==> config.mk <==
export PLATFORM = sky130hd
export DESIGN_NAME = fp_unpack_stage
export DESIGN_NICKNAME = d
export VERILOG_FILES = /design/src/rtl/fp_pkg.sv /design/src/rtl/fp_field_decode.sv /design/src/rtl/fp_unpack_stage.sv
export SDC_FILE = /design/constraint.sdc
export NUM_CORES = 1
export LEC_CHECK = 0
export ABC_AREA = 0
export CAP_MARGIN = 20
export CORE_MARGIN = 2
export CORE_UTILIZATION = 40
export DETAILED_ROUTE_END_ITERATION = 10
export SETUP_SLACK_MARGIN = 0.2
export SLEW_MARGIN = 20
export SYNTH_ARGS = -nofsm -noshare
export SYNTH_HDL_FRONTEND = slang
export SYNTH_SLANG_ARGS = --single-unit
==> constraint.sdc <==
create_clock -name clk -period 2.5 [get_ports clk]
set_input_delay 0.75 -clock clk [delete_from_list [all_inputs] [get_ports clk]]
set_output_delay 0.75 -clock clk [all_outputs]
set_load 0.02 [all_outputs]
==> src/rtl/fp_pkg.sv <==
// Shared IEEE-754 unpack types: operand class codes, default field widths, word-width helper.
// No logic; no latency; no flow control.
// Imported by the field decoder and the unpack stage.
package fp_pkg;

    localparam int FP_EXP_W = 8;
    localparam int FP_MAN_W = 23;

    typedef enum logic [2:0] {
        ZERO   = 3'd0,
        DENORM = 3'd1,
        NORMAL = 3'd2,
        INF    = 3'd3,
        QNAN   = 3'd4,
        SNAN   = 3'd5
    } fp_class_t;

    function automatic int fp_word_w(input int exp_w, input int man_w);
        return 1 + exp_w + man_w;
    endfunction

endpackage

==> src/rtl/fp_field_decode.sv <==
// Splits one IEEE-754 word into sign, effective exponent, significand with hidden bit, and class.
// Purely combinational, zero latency.
// No flow control; the enclosing stage owns the handshake.
module fp_field_decode
    import fp_pkg::*;
#(
    parameter int EXP_W = FP_EXP_W,
    parameter int MAN_W = FP_MAN_W,
    localparam int W = fp_word_w(EXP_W, MAN_W)
) (
    input  logic [W-1:0]     word,
    output logic             sign,
    output logic [EXP_W-1:0] exp_eff,
    output logic [MAN_W:0]   sig,
    output fp_class_t        cls
);

    logic [EXP_W-1:0] exp_fld;
    logic [MAN_W-1:0] man_fld;
    logic             exp_zero;
    logic             exp_ones;
    logic             man_zero;

    assign {sign, exp_fld, man_fld} = word;
    assign exp_zero = (exp_fld == '0);
    assign exp_ones = &exp_fld;
    assign man_zero = (man_fld == '0);

    // Denormals share the scale of the smallest normal, hence exponent 1.
    assign exp_eff = (exp_zero && !man_zero) ? EXP_W'(1) : exp_fld;
    assign sig     = {!exp_zero, man_fld};

    always_comb begin
        cls = NORMAL;
        if (exp_zero) begin
            cls = man_zero ? ZERO : DENORM;
        end else if (exp_ones) begin
            if (man_zero)
                cls = INF;
            else if (man_fld[MAN_W-1])
                cls = QNAN;
            else
                cls = SNAN;
        end
    end

endmodule

==> src/rtl/fp_unpack_stage.sv <==
// FP adder front end: decodes both operands, orders them by magnitude, registers the result.
// Latency: one cycle from input transfer to out_valid; one pair per cycle while out_ready=1.
// Backpressure: two-entry skid buffer (output + skid register); in_ready is the registered skid-empty flag.
module fp_unpack_stage
    import fp_pkg::*;
#(
    parameter int EXP_W = FP_EXP_W,
    parameter int MAN_W = FP_MAN_W,
    localparam int W = fp_word_w(EXP_W, MAN_W)
) (
    input  logic             clk,
    input  logic             rst_n,
    input  logic             in_valid,
    output logic             in_ready,
    input  logic [W-1:0]     a,
    input  logic [W-1:0]     b,
    output logic             out_valid,
    input  logic             out_ready,
    output logic             sign_big,
    output logic             sign_small,
    output logic [EXP_W-1:0] exp_big,
    output logic [EXP_W-1:0] exp_small,
    output logic [MAN_W:0]   sig_big,
    output logic [MAN_W:0]   sig_small,
    output logic [EXP_W-1:0] exp_diff,
    output logic             swapped,
    output fp_class_t        cls_a,
    output fp_class_t        cls_b,
    output logic             any_nan,
    output logic             any_inf
);

    typedef struct packed {
        logic             sign_big;
        logic             sign_small;
        logic [EXP_W-1:0] exp_big;
        logic [EXP_W-1:0] exp_small;
        logic [MAN_W:0]   sig_big;
        logic [MAN_W:0]   sig_small;
        logic [EXP_W-1:0] exp_diff;
        logic             swapped;
        fp_class_t        cls_a;
        fp_class_t        cls_b;
        logic             any_nan;
        logic             any_inf;
    } unpack_dat_t;

    logic             sign_a, sign_b;
    logic [EXP_W-1:0] exp_a, exp_b;
    logic [MAN_W:0]   sig_a, sig_b;
    fp_class_t        dec_cls_a, dec_cls_b;
    logic             b_gt;
    unpack_dat_t      nxt_dat;

    fp_field_decode #(.EXP_W(EXP_W), .MAN_W(MAN_W)) u_dec_a (
        .word(a), .sign(sign_a), .exp_eff(exp_a), .sig(sig_a), .cls(dec_cls_a)
    );

    fp_field_decode #(.EXP_W(EXP_W), .MAN_W(MAN_W)) u_dec_b (
        .word(b), .sign(sign_b), .exp_eff(exp_b), .sig(sig_b), .cls(dec_cls_b)
    );

    // Ties keep A as the big operand so equal magnitudes never report a swap.
    assign b_gt = ({exp_b, sig_b} > {exp_a, sig_a});

    always_comb begin
        nxt_dat            = '0;
        nxt_dat.swapped    = b_gt;
        nxt_dat.sign_big   = b_gt ? sign_b : sign_a;
        nxt_dat.sign_small = b_gt ? sign_a : sign_b;
        nxt_dat.exp_big    = b_gt ? exp_b  : exp_a;
        nxt_dat.exp_small  = b_gt ? exp_a  : exp_b;
        nxt_dat.sig_big    = b_gt ? sig_b  : sig_a;
        nxt_dat.sig_small  = b_gt ? sig_a  : sig_b;
        nxt_dat.exp_diff   = nxt_dat.exp_big - nxt_dat.exp_small;
        nxt_dat.cls_a      = dec_cls_a;
        nxt_dat.cls_b      = dec_cls_b;
        nxt_dat.any_nan    = (dec_cls_a inside {QNAN, SNAN}) || (dec_cls_b inside {QNAN, SNAN});
        nxt_dat.any_inf    = (dec_cls_a == INF) || (dec_cls_b == INF);
    end

    logic        out_vld, skid_vld;
    unpack_dat_t out_dat, skid_dat;
    logic        in_xfer, out_xfer;

    assign in_ready  = !skid_vld;
    assign out_valid = out_vld;
    assign in_xfer   = in_valid && in_ready;
    assign out_xfer  = out_vld && out_ready;

    // With the skid full in_ready is low, so a drain never coincides with a new input.
    always_ff @(posedge clk or negedge rst_n) begin
        if (!rst_n) begin
            out_vld  <= 1'b0;
            skid_vld <= 1'b0;
            out_dat  <= '0;
            skid_dat <= '0;
        end else if (!out_vld || out_xfer) begin
            if (skid_vld) begin
                out_dat  <= skid_dat;
                skid_vld <= 1'b0;
            end else if (in_xfer) begin
                out_dat <= nxt_dat;
                out_vld <= 1'b1;
            end else begin
                out_vld <= 1'b0;
            end
        end else if (in_xfer) begin
            skid_dat <= nxt_dat;
            skid_vld <= 1'b1;
        end
    end

    assign sign_big   = out_dat.sign_big;
    assign sign_small = out_dat.sign_small;
    assign exp_big    = out_dat.exp_big;
    assign exp_small  = out_dat.exp_small;
    assign sig_big    = out_dat.sig_big;
    assign sig_small  = out_dat.sig_small;
    assign exp_diff   = out_dat.exp_diff;
    assign swapped    = out_dat.swapped;
    assign cls_a      = out_dat.cls_a;
    assign cls_b      = out_dat.cls_b;
    assign any_nan    = out_dat.any_nan;
    assign any_inf    = out_dat.any_inf;

endmodule

=== Word-level counts from Yosys, hierarchy flattened ===
Cells that the tools add are included.

* Flip-flop bits (word level): 168
* Input port bits: 68
* Output and inout port bits: 85
* Logic and storage cells: 85

* Add/subtract/negate cells: 1
* Order comparisons: 1
* Eq/ne operators: 6
* Mux-type cells: 23
* Bitwise logic cells: 2
* Reductions and logical operators: 26

{| class="wikitable"
|+ Operators by type and width
! cell !! count
|-
| 83-bit 2-to-1 mux || 2
|-
| 24-bit 2-to-1 mux || 2
|-
| 23-bit logical NOT || 2
|-
| 32-bit > comparator || 1
|-
| 8-bit 2-to-1 mux || 4
|-
| 3-bit 2-to-1 mux || 6
|-
| 8-bit logical NOT || 2
|-
| 8-bit AND reduction || 2
|-
| 3-bit == test, second input constant || 4
|-
| 1-bit 2-to-1 mux || 9
|-
| 2-bit nonzero test || 4
|-
| 8-bit subtractor || 1
|-
| 3-bit by 2-bit == test with 1-bit output, second input constant || 2
|-
| 1-bit logical NOT || 6
|-
| 2-bit AND reduction || 3
|-
| 1-bit logical AND || 4
|-
| 1-bit logical OR || 3
|-
| 1-bit NOT || 2
|}

=== Longest topological paths before layout ===
Gate-level depths: netlist of the first run.

* Depth in word-level cells: 9
* Gate-level depth with buffers: 18
* Mapped depth without buffers: 15

=== Modules after synthesis ===
From an unflattened synthesis of the first run, not the netlist that was laid out.

* Cell total of the unflattened synthesis: 1121
* Area, all modules: 9375.2 um2

{| class="wikitable"
|+ Modules (own cells, without submodules)
! module !! times used !! cells each !! area each (um2) !! sequential area each (um2)
|-
| fp_unpack_stage || 1 || 1019 || 8664.6 || 4204.0
|-
| fp_field_decode || 2 || 51 || 355.3 || 0.0
|}

=== Least setup slack after synthesis of the first run ===
Ideal clock, no wire load.

* Kind: input port to flip-flop
* Start: input a[24]
* End: register skid_dat[16] (netlist name)
* Setup time: 69 ps
* Data arrival time: 4247 ps
* Required time: 2431 ps
* Setup slack: -1816 ps
* Cell stages on the path: 17
* Cell sequence: buf_2 > nor4_1 > nand2_1 > a2bb2oi_1 > inv_1 > ha_1 > nand3_1 > nor4_2 > nand2_1 > a211oi_2 > or2_1 > buf_2 > a211oi_1 > o41ai_4 > a211oi_2 > or4_1 > nand3_1

* Longest elaborated chain between the ends: 6
* Elaborated cells on any way between the ends: 8
* Classes of those cells: add/sub (1); order compare (1); mux (3); reduce/logical (3)

{| class="wikitable"
|+ Ends and longest elaborated chain
! item !! line !! text
|-
| start, declared || fp_unpack_stage.sv:15 || <nowiki>input logic [W-1:0] a,</nowiki>
|-
| 8-bit logical NOT || fp_field_decode.sv:25 || <nowiki>assign exp_zero = (exp_fld == '0);</nowiki>
|-
| 1-bit logical AND || fp_field_decode.sv:30 || <nowiki>assign exp_eff = (exp_zero && !man_zero) ? EXP_W'(1) : exp_fld;</nowiki>
|-
| 8-bit 2-to-1 mux || fp_field_decode.sv:30 ||
|-
| 32-bit > comparator || fp_unpack_stage.sv:64 || <nowiki>assign b_gt = ({exp_b, sig_b} > {exp_a, sig_a});</nowiki>
|-
| 8-bit 2-to-1 mux, on equally long branches || fp_unpack_stage.sv:71, fp_unpack_stage.sv:72 ||
|-
| 8-bit subtractor * || fp_unpack_stage.sv:75 || <nowiki>nxt_dat.exp_diff = nxt_dat.exp_big - nxt_dat.exp_small;</nowiki>
|-
| end signal, assigned || fp_unpack_stage.sv:109 || <nowiki>skid_dat <= nxt_dat;</nowiki>
|-
| end, declared || fp_unpack_stage.sv:83 || <nowiki>unpack_dat_t out_dat, skid_dat;</nowiki>
|}

Every way passes the cells marked *; elsewhere a longest branch is shown, timed or not.
A chain may end at the register's enable or synchronous reset.

=== Final worst setup path of the first run ===
* Start: input b[6]
* End: register out_dat, in the netlist exp_diff[7]

* Longest elaborated chain between the ends: 9
* Elaborated cells on any way between the ends: 10
* Classes of those cells: add/sub (1); order compare (1); mux (5); reduce/logical (3)

{| class="wikitable"
|+ Ends and longest elaborated chain
! item !! line !! text
|-
| start, declared || fp_unpack_stage.sv:16 || <nowiki>input logic [W-1:0] b,</nowiki>
|-
| 23-bit logical NOT || fp_field_decode.sv:27 || <nowiki>assign man_zero = (man_fld == '0);</nowiki>
|-
| 1-bit logical NOT || fp_field_decode.sv:30 ||
|-
| 1-bit logical AND || fp_field_decode.sv:30 ||
|-
| 8-bit 2-to-1 mux || fp_field_decode.sv:30 ||
|-
| 32-bit > comparator || fp_unpack_stage.sv:64 ||
|-
| 8-bit 2-to-1 mux, on equally long branches || fp_unpack_stage.sv:71, fp_unpack_stage.sv:72 ||
|-
| 8-bit subtractor * || fp_unpack_stage.sv:75 ||
|-
| 83-bit 2-to-1 mux * || fp_unpack_stage.sv:102 || <nowiki>end else if (in_xfer) begin</nowiki>
|-
| 83-bit 2-to-1 mux * || fp_unpack_stage.sv:99 || <nowiki>if (skid_vld) begin</nowiki>
|-
| end signal, assigned || fp_unpack_stage.sv:100 || <nowiki>out_dat <= skid_dat;</nowiki>
|-
| end signal, assigned || fp_unpack_stage.sv:103 || <nowiki>out_dat <= nxt_dat;</nowiki>
|-
| end, declared || fp_unpack_stage.sv:83 ||
|}

Every way passes the cells marked *; elsewhere a longest branch is shown, timed or not. The select of a mux whose other input is x is not followed.

==> impl_metrics.csv, run 1 <==
group,metric,value,unit
run_status,run_status,"finished, violations left",
run_status,violations,"negative setup slack",
timing,period_share,160.9,%
synthesis,synth-async-reset-ratio,100.0,%
die,dieWidth,152.7,µm
finish,register_area,4208,µm²
synthesis,synth_warnings,0,
setup_path,cp_cell_sequence,"clkdlybuf4s15_1 -> nor4_4 -> nand3_2 -> o2bb2ai_4 -> inv_2 -> ha_4 -> nand3_4 -> nor4_4 -> buf_4 -> nand2_4 -> a211oi_4 -> or2_4 -> a211oi_4 -> o41ai_4 -> a211oi_2 -> buf_4 -> or3_1 -> nand3_1",
routing,wl,34.21,mm
place,placed_area,12090,µm²
timing,relSlewSlack,54.73,%
hold_path,hp-class,"in2async",
routing,vias_per_cell,5.495,
finish,layout_commonest_cell,"nand2_1",
cts,cts_hold_buf,0,
synthesis,synth_nets,1206,
finish,area_growth,75.16,%
cts,cts_tree,"built",
cts,clk_pin_slew_worst_paths,70,ps
routing,vias,9583,
place,portBuffers,152,
flow_run,maxCapViolCount,0,
synthesis,synth_area,8846,µm²
die,dieArea,23320,µm²
synthesis,synth_edf_count,0,
grt,grt_max_degree,126,
place,dp.cells,1625,
setup_path,cp-end-kind,"flip-flop",
synthesis,synth_cell_types,50,
setup_path,cp_max_fo,8,
finish,design_area,15490,µm²
timing,finClkSkew,7.655,ps
timing,setup_ws,-1523,ps
setup_path,cpPeakStageDelay,400,ps
synthesis,synth-main-ff-cell,"dfrtp_1",
timing,tightest_slew,679.1,ps
cts,cts_root_buffer,"clkbuf_16",
die,num_io_pins,153,
finish,most-common-layout-cells,"183 x nand2_1, 167 x dfrtp_1, 160 x buf_4",
place,routabilityCongestion,0.9242,
timing,min_period,4023,ps
power_and_ir_drop,p_leak,6.745,nW
setup_path,crit_arrival,4410,ps
setup_path,crit_path_start_kind,"input port",
finish,fin_cells,1744,
timing,slew_viol_final,0,
setup_path,worstSetupPathType,"in2reg",
power_and_ir_drop,peakVddDrop,475.8,µV
die,die_y,152.7,µm
synthesis,synthCells,1107,
finish,drive_above_1_share,42.51,%
cts,clk_path_buf_depth,2,
synthesis,syn_area_per_cell,7.991,µm²
cts,cts_sinks,168,
power_and_ir_drop,powerDensity,708.7,nW/µm²
routing,ant_nets,0,
grt,grt_pass1_wl,52.54,mm
timing,rsz0062_at_grt,"yes",
grt,grt_pass1_vias,9362,
finish,final_net_count,1547,
die,core,21760,µm²
synthesis,ys_seq_area_share,47.52,%
routing,detail_route.wl_per_cell,19.62,µm
finish,multiInputGateArea,6156,µm²
routing,drt_pass1_iterations,5,
grt,grt.total_usage,28.39,%
grt,antenna_found_initial,2,
cts,cts.htree.levels,4,
timing,setup_viol,148,
synthesis,synth-seq-cells,168,
timing,hold_viol_final,0,
setup_path,slowest_stage,"a211oi_4",
cts,cts_made_buffers,17,
setup_path,required,2880,ps
grt,grt-ovfl-total,0,
routing,drt_iter0_drc,645,
cts,clkLatencyLatePin,450,ps
die,start_util,40.66,%
finish,fill_cells,1547,
die,std_cell_rows,54,
timing,max_freq,248.6,MHz
routing,drc,0,
place,hpwl,20.37,mm
power_and_ir_drop,finalPower,10.98,mW
[per-stage QoR]
step,setup TNS [ps],hold slack (ps),utilization (%),setup WS (ps)
floorplan,-126720,447.9,-,-1470
global placement,-269180,461.4,55.56,-2127
detailed placement,-280150,470.0,55.56,-2229
CTS,-146130,266.8,67.75,-1347
global route,-209570,271.5,71.21,-1674
finish,-188030,246.1,71.22,-1523
[synth_stat cells, types with 2 or more instances]
| cell type | number | area share [%] |
|---|---|---|
| or3_1 | 3 | 0.21 |
| buf_1 | 2 | 0.085 |
| a31o_2 | 2 | 0.20 |
| nor2_1 | 152 | 6.4 |
| a22oi_1 | 2 | 0.17 |
| inv_1 | 43 | 1.8 |
| nand2b_1 | 4 | 0.28 |
| mux2i_1 | 5 | 0.57 |
| nand4_2 | 2 | 0.28 |
| nor4_1 | 15 | 1.1 |
| nor3_1 | 12 | 0.68 |
| or2_2 | 2 | 0.14 |
| o31ai_1 | 3 | 0.25 |
| o31a_1 | 2 | 0.20 |
| and2_1 | 3 | 0.21 |
| buf_2 | 2 | 0.11 |
| dfrtp_1 | 168 | 48 |
| a211oi_2 | 3 | 0.42 |
| nand3_1 | 11 | 0.62 |
| nor4_2 | 2 | 0.28 |
| and3_1 | 2 | 0.14 |
| ha_1 | 31 | 4.4 |
| o2bb2ai_1 | 2 | 0.20 |
| a211oi_1 | 3 | 0.25 |
| a31oi_1 | 2 | 0.14 |
| o21ai_0 | 178 | 10 |
| clkbuf_1 | 72 | 3.1 |
| xnor2_1 | 4 | 0.40 |
| a21oi_1 | 153 | 8.7 |
| nand4_1 | 12 | 0.85 |
| nand2_1 | 191 | 8.1 |
[kinds of logic after synthesis]
| family | after synthesis | synth area share [%] |
|---|---|---|
| multiplexers | 6 | 0.6931 |
| flip-flops | 168 | 47.52 |
| AND/OR/NAND/NOR | 418 | 19.97 |
| AO/OA/AOI/OAI | 359 | 21.68 |
| buffers and inverters | 120 | 5.163 |
| XOR/XNOR | 5 | 0.5799 |
| adder cells (fa/ha/maj) | 31 | 4.385 |
[sequential cells by signal, summed over array words and instances (netlist names), 3 cells and up]
signal,cells
skid_dat,83
sig_big,24
sig_small,24
exp_big,8
exp_diff,8
exp_small,8
cls_a,3
cls_b,3
[power breakdown]
| group | internal, mW | total (mW) | switching, mW | leakage [nW] |
|---|---|---|---|---|
| clock network | 1.52 | 2.80 | 1.28 | 0.289 |
| registers | 3.38 | 3.80 | 0.416 | 2.12 |
| logic | 2.06 | 4.39 | 2.33 | 4.34 |
| total | 6.96 | 11.0 | 4.03 | 6.75 |
[metal layers]
| layer | vias up | track usage [%] | routed length (µm) |
|---|---|---|---|
| met5 | - | 0 | 0 |
| met3 | 92 | 5.233 | 1816 |
| met4 | 0 | 10.54 | 1200 |
| met2 | 347 | 45.33 | 16290 |
| met1 | 4663 | 38.71 | 14900 |
| li1 | 4481 | - | - |
[critical path, delay by kind of cell]
kind,cells,cell delay (ps)
and+or+nand+nor,8,1560
AOI/OAI and AO/OA,5,1180
buffers and inverters,4,630
adders and majority gates,1,280
[cell type report]
| cell class | instances | share of cell area, % |
|---|---|---|
| timing repair buffer | 399 | 25.86 |
| multi-input combinational | 819 | 39.73 |
| inverter | 43 | 1.042 |
| antenna | 3 | 0.04845 |
| clock inverter | 15 | 1.163 |
| sequential | 168 | 27.16 |
| clock buffer | 17 | 2.745 |
| tap | 280 | 2.261 |
[what timing repair did]
item | in CTS | in global routing
pin swaps | 110 | 76
setup endpoints to repair | 163 | 157
setup buffers | 45 | 27
gates resized for setup | 596 | 170
cloned | 12 | 0
[path summary, 6_finish.rpt]
check | startpoint | cells past startpoint | end | slack [ps]
setup / recovery | b[6] | 18 | exp_diff[7] | -1520
hold / removal | rst_n | 1 | exp_small[6] | 250
setup reg to reg | skid_vld | 5 | sig_big[8] | 420
hold reg to reg | skid_dat[79] | 2 | skid_dat[79] | 480
max in group asynchronous | rst_n | 2 | sig_big[23] | 1620
min in group clk | skid_dat[79] | 2 | skid_dat[79] | 480
No activity file was read; power rests on OpenSTA's default activity.
==> run 2, diff against run 1 <==
--- a/config.mk
+++ b/config.mk
@@ -7,7 +7,7 @@
 export LEC_CHECK = 0
 export ABC_AREA = 0
 export CAP_MARGIN = 20
-export CORE_MARGIN = 2
+export CORE_MARGIN = 4
 export CORE_UTILIZATION = 40
 export DETAILED_ROUTE_END_ITERATION = 10
 export SETUP_SLACK_MARGIN = 0.2
==> run 2 against run 1 <==
Against the previous run: the run still ends with negative setup slack left; sequential power about the same; wire length decreased by 14%; die area grew 5.3%; largest power group is now registers.
==> impl_metrics.csv, run 2 (synthesis gave the netlist of run 1 again) <==
group,metric,value,unit
timing,setup_tns,-159440,ps
power_and_ir_drop,p_leak,6.184,nW
cts,cts_hold_buf,0,
cts,clkLatencyLatePin,430,ps
die,dieArea,24560,µm²
setup_path,cpPeakStageDelay,470,ps
setup_path,crit_buf_inv,2,
setup_path,cp-end-kind,"flip-flop",
finish,design_area,13810,µm²
place,placed_area,12120,µm²
die,start_util,40.66,%
die,dieWidth,156.7,µm
finish,final_net_count,1497,
setup_path,ff2ff_setup_slack,780,ps
setup_path,rr_endpoint,"sig_small[20]",
finish,fin_cells,1691,
finish,drive_above_1_share,31.40,%
place,dp_slack,-2271,ps
cts,clk_path_buf_depth,2,
routing,drt_pass1_iterations,5,
setup_path,required,2870,ps
timing,finClkSkew,8.157,ps
cts,cts_sinks,168,
finish,area_growth,56.14,%
power_and_ir_drop,powerDensity,730.5,nW/µm²
cts,cts.htree.levels,4,
die,std_cell_rows,54,
place,dp.cells,1629,
finish,largest_register,"skid_dat",
timing,hold-worst-slack,267.3,ps
setup_path,crit_path_start_kind,"input port",
finish,fin_util,63.49,%
grt,antenna_found_initial,0,
grt,grt.total_usage,24.33,%
setup_path,path_common_cell,"nor4_4",
timing,hold_viol_final,0,
finish,n_antenna_cell,0,
setup_path,crit_arrival,4310,ps
run_status,violations,"negative setup slack",
grt,grt_pass1_vias,8734,
timing,max_freq,253.8,MHz
setup_path,cp_cell_sequence,"buf_8 -> nor4_4 -> nand4_1 -> o2bb2ai_4 -> inv_2 -> ha_4 -> nand3_4 -> nor4_4 -> and3b_2 -> a211oi_4 -> o211a_1 -> or2_4 -> o41ai_4 -> a211oi_2 -> or4_1 -> nand3_1",
run_status,run_status,"finished, violations left",
power_and_ir_drop,finalPower,10.09,mW
setup_path,cp_max_fo,6,
finish,layout_commonest_cell,"nand2_1",
timing,rsz0062_at_grt,"yes",
finish,largest_reg_flops,83,
timing,setup_viol,148,
setup_path,slowest_stage,"or4_1",
setup_path,cp_top_family,"simple AND/OR/NAND/NOR gates",
routing,vias,8713,
routing,drc,0,
die,core,21760,µm²
timing,period_share,157.6,%
timing,min_period,3941,ps
die,die_y,156.7,µm
routing,drt_iter0_drc,587,
die,num_io_pins,153,
setup_path,worstSetupPathType,"in2reg",
place,portBuffers,152,
timing,relSlewSlack,43.70,%
hold_path,hp-class,"in2async",
place,routabilityCongestion,0.9047,
routing,wl,29.58,mm
cts,cts_made_buffers,17,
finish,most-common-layout-cells,"187 x nand2_1, 167 x dfrtp_1, 162 x buf_4",
setup_path,r2r_cells,4,
cts,cts_root_buffer,"clkbuf_16",
grt,grt_pass1_wl,46.93,mm
routing,vias_per_cell,5.153,
routing,ant_nets,0,
setup_path,regToRegStartpoint,"skid_vld",
timing,slew_viol_final,0,
routing,detail_route.wl_per_cell,17.49,µm
flow_run,maxCapViolCount,0,
place,hpwl,20.69,mm
power_and_ir_drop,peakVddDrop,401.3,µV
cts,cts_tree,"built",
cts,clk_pin_slew_worst_paths,70,ps
timing,tightest_slew,844.5,ps
grt,grt-ovfl-total,0,
grt,grt_max_degree,163,
timing,setup_ws,-1441,ps
## run 2: changes by cell type in the layout (fill, tap and decap cells not counted), sizes merged
cell           before  now
buf               276  215
diode               3    0
inv                52   49
clkinvlp            3    2
clkinv              1    3
clkbuf             22   27
clkdlybuf4s15      11   12
dlygate4sd2        19   26
## run 2: per-layer routing
metal  vias to the layer above  track usage [%]  part of all wire, %
li1                       4370                -                    -
met1                      4091            35.56                   48
met2                       209            37.76                   45
met3                        43            3.319                  3.9
met4                         0            7.355                  2.4
met5                         -                0                    0
## run 2: cell type report
cell class                 count  area, µm²
sequential                   168       4208
multi-input combinational    819       5210
inverter                      43      161.4
timing repair buffer         349       3281
clock inverter                13      158.9
tap                          280      350.3
fill                        1863       7944
clock buffer                  19      442.9
## run 2: power by group
part           internal [mW]  leakage, nW  switching, mW  total [mW]
registers               3.38         2.12          0.398        3.78
logic                   1.64         3.78           1.94        3.58
clock network           1.53        0.289           1.20        2.73
## run 2: worst max path at each step
stage,start,end,slack (ps),depth (start not counted)
after floorplan,b[10],skid_dat[16],-1470,15
after global placement,a[11],skid_dat[16],-2200,18
after detailed placement,a[11],skid_dat[16],-2270,18
after CTS,b[21],skid_dat[16],-1410,16
after global routing,a[15],skid_dat[16],-1530,17
final,b[21],skid_dat[16],-1440,16
## run 2: worst reg2reg max path, stage by stage (launching register included)
cell     delay, ps
dfrtp_4        490
buf_12         450
nor2_1         380
a21oi_2        190
o21ai_0        100
## run 2: what timing repair did
item | 4_1_cts | 5_1_grt
resized for setup | 316 | 72
buffers inserted | 17 | 5
cloned | 6 | 2
pin swaps | 58 | 34
endpoints found under the setup margin | 167 | 154
